**config.mk**
```make
export PLATFORM = sky130hd
export DESIGN_NAME = serial_sequence_sender
export DESIGN_NICKNAME = d
export VERILOG_FILES = /design/src/rtl/serial_sequence_sender.sv
export SDC_FILE = /design/constraint.sdc
export NUM_CORES = 1
export LEC_CHECK = 0
export ABC_AREA = 1
export CORE_MARGIN = 3
export CORE_UTILIZATION = 57
export CTS_CLUSTER_SIZE = 16
export DETAILED_ROUTE_END_ITERATION = 12
export PLACE_DENSITY = 0.82
export SLEW_MARGIN = 20
export SYNTH_ARGS = -nofsm -noshare
export SYNTH_HDL_FRONTEND = slang
export SYNTH_SLANG_ARGS = --single-unit
```
**constraint.sdc**
```tcl
create_clock -name clk -period 3.45 [get_ports clk]
set_clock_uncertainty 0.15 [all_clocks]
set_input_delay 0.345 -clock clk [delete_from_list [all_inputs] [get_ports clk]]
set_output_delay 0.345 -clock clk [all_outputs]
set_load 0.02 [all_outputs]
```
**src/rtl/serial_sequence_sender.sv**
```systemverilog
// rtl/serial_sequence_sender.sv - start pattern + MSB-first payload sender, one bit per clkEN strobe
// Optional trailing even-parity bit when SD_TX_PARITY_EN is defined.
module serial_sequence_sender #(
  parameter int                     PATTERN_LEN = 4,
  parameter logic [PATTERN_LEN-1:0] PATTERN     = 4'b1101,
  parameter int                     PAYLOAD_LEN = 16
) (
  input  logic                               clk,
  input  logic                               rst,
  input  logic                               clkEN,
  input  logic                               start,
  input  logic [PAYLOAD_LEN-1:0]             data_in,
  output logic                               SerOut,
  output logic                               SerOutValid,
  output logic                               busy,
  output logic                               done,
  // sized to hold PAYLOAD_LEN itself, so a full 16-bit payload reads as 16
  output logic [$clog2(PAYLOAD_LEN+1)-1:0]   cnt_out
);

`ifdef SD_TX_PARITY_EN
  localparam int PAR_LEN = 1;
`else
  localparam int PAR_LEN = 0;
`endif

  localparam int FRAME_LEN = PATTERN_LEN + PAYLOAD_LEN + PAR_LEN;
  localparam int BW        = $clog2(FRAME_LEN + 1);
  localparam int CW        = $clog2(PAYLOAD_LEN + 1);

  localparam logic [BW-1:0] FRAME_BITS    = BW'(FRAME_LEN);
  localparam logic [BW-1:0] FIRST_PAYLOAD = BW'(PAYLOAD_LEN + PAR_LEN);
  localparam logic [BW-1:0] LAST_PAYLOAD  = BW'(PAR_LEN + 1);
  localparam logic [BW-1:0] ONE_LEFT      = BW'(1);
  localparam logic [CW-1:0] CNT_MAX       = CW'(PAYLOAD_LEN);

  typedef enum logic [1:0] {IDLE, SEND, DONE} state_t;

  state_t               state;
  logic [FRAME_LEN-1:0] shreg;
  logic [BW-1:0]        bits_left;
  logic [BW-1:0]        bits_dec;

  assign bits_dec = bits_left - ONE_LEFT;

  // shreg is zeroed outside SEND, so its MSB doubles as the idle-low line
  assign SerOut = shreg[FRAME_LEN-1];

  always_ff @(posedge clk or posedge rst) begin
    if (rst) begin
      state       <= IDLE;
      shreg       <= '0;
      bits_left   <= '0;
      cnt_out     <= '0;
      SerOutValid <= 1'b0;
      busy        <= 1'b0;
      done        <= 1'b0;
    end else begin
      case (state)
        IDLE: begin
          done <= 1'b0;
          if (start) begin
`ifdef SD_TX_PARITY_EN
            shreg     <= {PATTERN, data_in, ^data_in};
`else
            shreg     <= {PATTERN, data_in};
`endif
            bits_left   <= FRAME_BITS;
            cnt_out     <= '0;
            SerOutValid <= 1'b0;
            busy        <= 1'b1;
            state       <= SEND;
          end
        end
        SEND: begin
          if (clkEN) begin
            if (SerOutValid && (cnt_out != CNT_MAX))
              cnt_out <= cnt_out + CW'(1);
            if (bits_left == ONE_LEFT) begin
              shreg       <= '0;
              SerOutValid <= 1'b0;
              done        <= 1'b1;
              state       <= DONE;
            end else begin
              shreg       <= {shreg[FRAME_LEN-2:0], 1'b0};
              bits_left   <= bits_dec;
              SerOutValid <= (bits_dec <= FIRST_PAYLOAD) && (bits_dec >= LAST_PAYLOAD);
            end
          end
        end
        DONE: begin
          done  <= 1'b0;
          busy  <= 1'b0;
          state <= IDLE;
        end
        default: begin
          shreg       <= '0;
          SerOutValid <= 1'b0;
          busy        <= 1'b0;
          done        <= 1'b0;
          state       <= IDLE;
        end
      endcase
    end
  end

endmodule
```
==> results of run 1 <==
## power breakdown
group	leakage [nW]	internal, mW	switching (mW)
Combinational	0.611	0.368	0.684
Sequential	0.451	0.593	0.112
Clock	0.0242	0.0724	0.129
Total	1.09	1.03	0.924
## metal layers
| layer | vias up | part of all wire (%) | wire length, µm | global-route usage [%] |
|---|---|---|---|---|
| met5 | - | 0 | 0 | 0 |
| met4 | 0 | 2.2 | 74 | 9.43 |
| met3 | 8 | 4.0 | 139 | 4.81 |
| met2 | 31 | 45 | 1540 | 32.8 |
| met1 | 704 | 49 | 1680 | 24.6 |
| li1 | 827 | - | - | - |
## cell usage after synthesis, drive strengths merged
cell | n | share of area, %
buf | 5 | 2.3
o21ai | 43 | 12
nand2 | 84 | 18
nand3 | 13 | 3.5
xor2 | 2 | 0.94
inv | 37 | 7.4
nor2 | 18 | 4.3
clkbuf | 1 | 0.20
nor3 | 2 | 0.54
a21oi | 1 | 0.87
ha | 5 | 3.3
or2 | 1 | 0.33
dfrtp | 35 | 47
## sequential cells by signal, indices dropped and copies added (netlist names)
name,cells
cnt_out,5
state,2
busy,1
bits_left,5
SerOutValid,1
shreg,20
done,1
## worst register-to-register path, cell delays in order, from the launching register on
cell and delay (ns):
dfrtp_1 0.53, nor2_2 0.22, nand2_2 0.13, nand2_4 0.08, a21oi_4 0.58, inv_1 0.21
nand2_1 0.10, nand2_1 0.05
## cell type report
| cell class | count | share of cell area, % |
|---|---|---|
| multi-input cells | 169 | 36.5 |
| clock buffers | 6 | 1.86 |
| inverters | 37 | 6.27 |
| flip-flops and latches | 35 | 39.5 |
| repair buffers | 30 | 13.3 |
| well taps | 44 | 2.49 |
## kinds of logic (layout without fill, tap and decap cells)
family | count (synthesis) | after routing
fa+ha+maj | 5 | 5
compound gates | 44 | 44
flops | 35 | 35
buf+inv | 43 | 73
xor+xnor | 2 | 2
simple gates | 118 | 118
## path summary, 6_finish.rpt
| kind | start | end | slack [ns] | cells past startpoint |
|---|---|---|---|---|
| worst max-delay path | state[1] | shreg[19] | 1.30 | 7 |
| worst min-delay path | rst | shreg[7] | 0.29 | 2 |
| worst max register to register | state[1] | shreg[19] | 1.30 | 7 |
| worst min register to register | shreg[10] | shreg[10] | 0.33 | 2 |
| max in group asynchronous | rst | done | 2.23 | 3 |
| min in group clk | shreg[10] | shreg[10] | 0.33 | 2 |
==> flow_metrics.env, run 1 <==
export IMPL_outcome="complete, no violations"
export IMPL_cts_path_max_buffers=2
export IMPL_yosysWarnings=0
export IMPL_final_nets=303
export IMPL_ant_nets=0
export IMPL_synth_adder_area_share_pct=3.34
export IMPL_crit_type="flip-flop to flip-flop"
export IMPL_drt_iter0_markers=114
export IMPL_crit_chain="nor2_2, nand2_2, nand2_4, a21oi_4, inv_1, nand2_1, nand2_1"
export IMPL_chipWidth_um=63.3
export IMPL_pre_cts_ws_ns=1.17
export IMPL_hold_buffers=0
export IMPL_rsz0062_at_grt="false"
export IMPL_cts_root_buf="clkbuf_4"
export IMPL_antennaDiodeCount=0
export IMPL_via_per_inst=4.89
export IMPL_final_core_util_pct=71.4
export IMPL_synth_xor_area_share_pct=0.936
export IMPL_power_mw=1.96
export IMPL_rows=20
export IMPL_ys_seq_area_share_pct=46.8
export IMPL_whs_ns=0.294
export IMPL_dr_pass1_iters=4
export IMPL_muxShareOfSynthArea_pct=0
export IMPL_insertion_delay_ns=0.35
export IMPL_htreeDepth=2
export IMPL_setup_viol=0
export IMPL_die_y_um=63.3
export IMPL_critPathArrivalTime_ns=2.25
export IMPL_cts_setup_buffers=0
export IMPL_wl_per_cell_um=10.7
export IMPL_synth_cells=247
export IMPL_grt_antenna_before_repair=0
export IMPL_fmax_ghz=0.465
export IMPL_initial_core_util_pct=60.3
export IMPL_grt_max_degree=33
export IMPL_grt_overflow=0
export IMPL_syn_to_final_growth_pct=18.4
export IMPL_cts_tree="built"
export IMPL_max_stage_delay_ns=0.58
export IMPL_final_instance_count_excl_fill=321
export IMPL_min_period_ns=2.15
export IMPL_power_density_nw_per_um2=884
export IMPL_start_kind="flip-flop"
export IMPL_synth_top_family_by_area="simple AND/OR/NAND/NOR gates"
export IMPL_drv_cap=0
export IMPL_drive_above_1_share_pct=5.78
export IMPL_fillers=277
export IMPL_port_buffer_count=28
export IMPL_dp_hpwl_um=2510
export IMPL_drc_errors=0
export IMPL_grt_use_total_pct=19.9
export IMPL_grt_pass1_vias=1508
export IMPL_cts_resized=0
export IMPL_syn_nets=272
export IMPL_crit_family="simple AND/OR/NAND/NOR gates"
export IMPL_required_ns=3.55
export IMPL_crit_top_cell="nand2_1"
export IMPL_hold_viol=0
export IMPL_multi_input_area_um2=808
export IMPL_slew_headroom_pct=46.6
export IMPL_place_area_um2=2170
export IMPL_fin_crit_sh_pct=62.4
export IMPL_setup_tns_ns=0
export IMPL_synth_area_per_cell_um2=7.57
export IMPL_final_common_cell="nand2_1"
export IMPL_seqCellArea_um2=876
export IMPL_cts_inserted_buffers=5
export IMPL_routed_wl_um=3440
export IMPL_dp_cells=315
export IMPL_slew_viol_final=0
export IMPL_critPathBufInv=1
export IMPL_final_cell_mix="80 x nand2_1, 37 x inv_1, 35 x dfrtp_1, 28 x clkdlybuf4s50_1, 22 x o21ai_1"
export IMPL_finalWorstSetupSlack_ns=1.30
export IMPL_gp_congestion=0.844
export IMPL_coreArea_um2=3100
export IMPL_clk_pin_slew_worst_paths_ns=0.10
export IMPL_worstMarginPinSlew_ns=0.800
export IMPL_synth_area_um2=1870
export IMPL_cts_sinks=35
export IMPL_grt_pass1_wl_um=6330
export IMPL_peakVddDrop_mv=0.461
export IMPL_io_pins=29
export IMPL_vias=1570
export IMPL_critical_path_peak_fanout=32
export IMPL_power_leakage_nw=1.09
export IMPL_post_synth_num_cell_types=19
export IMPL_hold_path_class="input pin to asynchronous set/reset pin"
export IMPL_synth_compound_area_share_pct=12.4
export IMPL_yosys_area_share_simple_pct=26.6
export IMPL_cpMaxStageDelayCell="a21oi_4"
export IMPL_finish_instance_area_um2=2210
export IMPL_dieArea_um2=4000
export IMPL_ys_ff_latch=35
export IMPL_crit_path_end_kind="flip-flop"
Power figures use the tool's default switching activity.
==> run 2, diff against run 1 <==
--- a/config.mk
+++ b/config.mk
@@ -7,10 +7,10 @@
 export LEC_CHECK = 0
 export ABC_AREA = 1
 export CORE_MARGIN = 3
-export CORE_UTILIZATION = 57
+export CORE_UTILIZATION = 48
 export CTS_CLUSTER_SIZE = 16
 export DETAILED_ROUTE_END_ITERATION = 12
-export PLACE_DENSITY = 0.82
+export PLACE_DENSITY = 0.73
 export SLEW_MARGIN = 20
 export SYNTH_ARGS = -nofsm -noshare
 export SYNTH_HDL_FRONTEND = slang
==> constraint.sdc (replaced) <==
create_clock -name clk -period 1.8 [get_ports clk]
set_clock_uncertainty 0.15 [all_clocks]
set_input_delay 0.18 -clock clk [delete_from_list [all_inputs] [get_ports clk]]
set_output_delay 0.18 -clock clk [all_outputs]
set_load 0.02 [all_outputs]
==> run 2 against run 1 <==
  * Core utilization is 8.4 points lower
  * Hold slack worse by 0.14 ns
  * Critical path depth is 6 lower
  * Sequential power is 90% higher
  * Die area is 17% higher
  * Global-route usage is 2.5 points lower
  * Clock power grew to 2.8 times the previous value
  * Register-to-register slack worse by 1.2 ns
  * Cell count is 3.7% higher
==> flow_metrics.env, run 2 (synthesis gave the netlist of run 1 again) <==
export IMPL_critPathArrivalTime_ns=1.35
export IMPL_crit_type="flip-flop to output port"
export IMPL_drive_above_1_share_pct=9.82
export IMPL_setup_viol=0
export IMPL_clk_pin_slew_worst_paths_ns=0.07
export IMPL_critPathBufInv=1
export IMPL_crit_family="buffers and inverters"
export IMPL_hold_viol=0
export IMPL_dp_cells=326
export IMPL_cts_path_max_buffers=2
export IMPL_crit_chain="clkdlybuf4s50_1"
export IMPL_top_register="shreg"
export IMPL_cts_root_buf="clkbuf_8"
export IMPL_slew_headroom_pct=70.1
export IMPL_final_instance_count_excl_fill=333
export IMPL_dp_hpwl_um=2650
export IMPL_final_cell_mix="79 x nand2_1, 37 x inv_1, 35 x dfrtp_1, 28 x clkdlybuf4s50_1, 22 x o21ai_1"
export IMPL_via_per_inst=4.81
export IMPL_cts_sinks=35
export IMPL_final_nets=310
export IMPL_grt_use_total_pct=17.4
export IMPL_antennaDiodeCount=0
export IMPL_worstMarginPinSlew_ns=0.448
export IMPL_die_y_um=68.4
export IMPL_syn_to_final_growth_pct=25.0
export IMPL_fillers=339
export IMPL_grt_overflow=0
export IMPL_wl_per_cell_um=10.7
export IMPL_grt_max_degree=36
export IMPL_power_leakage_nw=1.15
export IMPL_finalWorstSetupSlack_ns=0.117
export IMPL_crit_path_end_kind="output port"
export IMPL_power_density_nw_per_um2=1780
export IMPL_dr_pass1_iters=4
export IMPL_top_regs="shreg (20), bits_left (5), cnt_out (5)"
export IMPL_chipWidth_um=68.4
export IMPL_power_mw=4.17
export IMPL_gp_congestion=0.797
export IMPL_largest_reg_flops=20
export IMPL_setup_tns_ns=0
export IMPL_min_period_ns=1.68
export IMPL_required_ns=1.47
export IMPL_grt_pass1_wl_um=6040
export IMPL_cts_inserted_buffers=5
export IMPL_initial_core_util_pct=50.3
export IMPL_rsz0062_at_grt="false"
export IMPL_cts_tree="built"
export IMPL_drc_errors=0
export IMPL_critical_path_peak_fanout=7
export IMPL_vias=1602
export IMPL_drv_cap=0
export IMPL_rows=22
export IMPL_coreArea_um2=3720
export IMPL_insertion_delay_ns=0.28
export IMPL_cts_setup_buffers=0
export IMPL_final_common_cell="nand2_1"
export IMPL_io_pins=29
export IMPL_cpMaxStageDelayCell="clkdlybuf4s50_1"
export IMPL_port_buffer_count=28
export IMPL_slew_viol_final=0
export IMPL_grt_pass1_vias=1409
export IMPL_outcome="complete, no violations"
export IMPL_max_stage_delay_ns=0.63
export IMPL_fmax_ghz=0.594
export IMPL_routed_wl_um=3560
export IMPL_dieArea_um2=4680
export IMPL_peakVddDrop_mv=0.953
export IMPL_hold_path_class="input pin to asynchronous set/reset pin"
export IMPL_htreeDepth=2
export IMPL_fin_crit_sh_pct=93.5
export IMPL_start_kind="flip-flop"
export IMPL_ant_nets=0
export IMPL_drt_iter0_markers=83
export IMPL_pre_cts_ws_ns=0.104
export IMPL_grt_antenna_before_repair=0
## run 2: changes by cell type in the layout (fill, tap and decap cells not counted), moves of 2 or more
| cell | before | now |
|---|---|---|
| buf_4 | 2 | 8 |
| clkbuf_8 | 0 | 6 |
| clkbuf_4 | 5 | 0 |
| nor2_1 | 15 | 13 |
| nor2_2 | 2 | 4 |
## run 2: layout make-up
type	instances	area [µm²]	area share, %
Multi-Input combinational cell	169	816	34.9
Inverter	37	139	5.94
Clock buffer	6	82.6	3.53
Timing Repair Buffer	37	360	15.4
Tap cell	48	60.1	2.57
Sequential cell	35	876	37.5
Clock inverter	1	5.00	0.214
## run 2: timing repair
| item | in CTS | in global routing |
|---|---|---|
| hold buffers | 0 | 0 |
| endpoints found under the setup margin | 0 | 12 |
| gates resized for setup | 0 | 3 |
## run 2: per-stage QoR
| step | instance area, µm² | hold slack [ns] | utilization [%] |
|---|---|---|---|
| after floorplan | 1870 | 0.158 | - |
| after global placement | 2240 | 0.307 | 60.4 |
| after detailed placement | 2240 | 0.309 | 60.4 |
| after CTS | 2330 | 0.165 | 62.7 |
| after global routing | 2340 | 0.199 | 62.9 |
| final | 2340 | 0.150 | 62.9 |
## run 2: report_power, final
| part | switching, mW | total [mW] | internal, mW |
|---|---|---|---|
| logic | 1.36 | 2.26 | 0.892 |
| registers | 0.206 | 1.34 | 1.14 |
| clock network | 0.268 | 0.568 | 0.300 |
## run 2: path summary, 6_finish.rpt
kind / startpoint / depth (start not counted) / slack (ns) / end
worst min register to register: shreg[16] / 2 / 0.32 / shreg[16]
max in group asynchronous: rst / 3 / 1.03 / state[1]
min in group clk: data_in[0] / 3 / 0.32 / shreg[0]
worst max register to register: state[0] / 8 / 0.14 / shreg[4]
worst min-delay path: rst / 3 / 0.15 / cnt_out[2]
worst max-delay path: cnt_out[2] / 1 / 0.12 / cnt_out[2]
## run 2: metal layers
layer / wire, µm / track usage, % / share of wire, % / up-vias
li1: - / - / - / 842
met1: 1760 / 22.7 / 49 / 722
met2: 1610 / 27.9 / 45 / 34
met3: 163 / 4.93 / 4.6 / 4
met4: 31 / 5.21 / 0.87 / 0
met5: 0 / 0 / 0 / -
## run 2: worst reg2reg max path: cells and delay by family (launching register included)
kind / cells / cell delay (ns)
AOI/OAI and AO/OA: 2 / 0.25
buffers and inverters: 2 / 0.42
DFF: 1 / 0.44
and+or+nand+nor: 4 / 0.35
==> variant, RTL diff (config.mk and constraints of run 2) <==
Build with the macro `SD_TX_PARITY_EN` defined.
--- a/src/rtl/serial_sequence_sender.sv
+++ b/src/rtl/serial_sequence_sender.sv
@@ -1,5 +1,7 @@
 // rtl/serial_sequence_sender.sv - start pattern + MSB-first payload sender, one bit per clkEN strobe
 // Optional trailing even-parity bit when SD_TX_PARITY_EN is defined.
+`define SD_TX_PARITY_EN
+
 module serial_sequence_sender #(
   parameter int                     PATTERN_LEN = 4,
   parameter logic [PATTERN_LEN-1:0] PATTERN     = 4'b1101,
Function: same outputs for any inputs over 10 cycles, from zero or initial values and one cycle with rst high; that may be too few to reach the edited logic, so the function may still have changed.
==> variant against run 2 <==
  * Routed wire length increased by 20%
  * Worst setup slack got worse by 0.0013 ns
  * Power increased by 4.1%
  * Global-route usage increased by 1.3 points
  * Cell area increased by 14%
  * Synthesized area increased by 17%
  * Sequential cell count increased by 1
  * Sequential power increased by 4%
  * Highest routed layer unchanged
==> variant: results (changes against run 2) <==
Outcome
  – Status: completed

Layout
  – Largest regs: shreg: 21 flops, bits_left: 5 flops, cnt_out: 5 flops
  – Layout cell share with drive strength beyond 1: 10.3% (+0.46 points)
  – Fin nets: 346 (+12%)

Worst setup path
  – Crit path from: cnt_out[3]
  – Reg-to-reg slack, setup: 0.16 ns (+0.02 ns)
  – R2r endpoint: cnt_out[3]
  – R2r startpoint: state[0]
  – CP Max Fanout: 5 (-2)
  – R2R cell count: 9 (+1)
  – Critical path destination: cnt_out[3]

Clock tree
  – Clock latency on the worst-skew pair: 0.28 ns (about the same)

Yosys
  – Most frequent cells after synthesis: nand2_1 (81), inv_1 (52), dfrtp_1 (36), nand3_1 (29), o21ai_0 (14)
  – Mapped Cells: 284 (+15%)
  – Syn_nets: 310 (+14%)
  – Dominant cells by area after synthesis: dfrtp_1 (41%), nand2_1 (14%), inv_1 (8.9%), nand3_1 (6.6%), o221ai_1 (5.2%)
  – Synthesis Warnings: 0 (unchanged)
  – Unique cell type count in the Yosys netlist: 29 (+10)
  – Post-synthesis sequential area ratio: 41.1% (-5.7 points)

Placement
  – Detailed Place HPWL: 3260 um (+23%)
  – DP Area: 2560 um^2 (+14%)
  – Port Buffer Count: 28 (unchanged)
  – Place WS: 0.0502 ns (-0.0537 ns)
  – Gpl congestion: 0.846 (+6.1%)
  – Placed insts: 363 (+11%)

Routing
  – WL met1: 2130 um (+21%)
  – Met3 wire len: 145 um (-11%)
  – WL met2: 1950 um (+21%)
  – Drc violations: 0 (unchanged)
  – Top routing layer used: met4
  – Via Count: 1822 (+14%)
  – Avg WL per Cell: 11.5 um (+7.9%)
  – DR iter-0 viols: 78 (-6.0%)
  – DR vias/cell: 4.91 (+2.1%)

Timing
  – Max Clock Freq: 594 MHz (about the same)
  – Final hold slack: 0.148 ns (-0.00201 ns)
  – Slew @ Worst Pin: 0.456 ns (+0.00789 ns)

Global routing
  – First-pass GRT wire length: 7820 um (+29%)
  – Vias in the first global route: 1746 (+24%)
  – Met3 global-route usage: 4.10% (-0.82 points)
  – Met2 Use GR: 29.5% (+1.6 points)
  – GRT Util Overall: 18.7% (+1.3 points)
  – M1 GR Usage: 25.4% (+2.7 points)
  – Pin count of the biggest net entering global routing: 37 (+2.8%)

Power
  – Comb pwr share: 54.5% (+0.4 points)
  – Leakage power total: 1.35 nW (+18%)
  – Flop pwr share: 32.1% (-0.2 points)
  – Worst VDD drop: 0.748 mV (-22%)
  – P_sw: 1.91 mW (+4.1%)
  – Combinational cell power: 2.36 mW (+4%)

Min path
  – Hold Path Class: input pin to asynchronous set/reset pin
[variant: cell types whose count changed after synthesis, sizes merged, moves of 5 or more]
| cell | delta |
|---|---|
| o221ai | +13 |
| xnor2 | +5 |
| o21ai | -29 |
| xor2 | +5 |
| nor2 | -5 |
| inv | +20 |
| nand3 | +16 |
[variant: area by class of cell]
class,instances,area [um^2]
clock buffer,6,82.6
timing repair buffer,33,343
inverter,57,219
sequential,36,901
fill,374,1540
clock inverter,2,10.0
tap,50,62.6
multi-input combinational,187,1040
[variant: kinds of logic (layout without fill, tap and decap cells)]
family | Yosys count | after routing | share of synthesized area [%]
DFF | 36 | 36 | 41.1
adders and majority gates | 6 | 6 | 3.42
xor gates and xnor gates | 12 | 12 | 4.79
AOI/OAI and AO/OA | 39 | 39 | 13.0
and+or+nand+nor | 130 | 130 | 26.1
buffers and inverters | 61 | 98 | 11.6
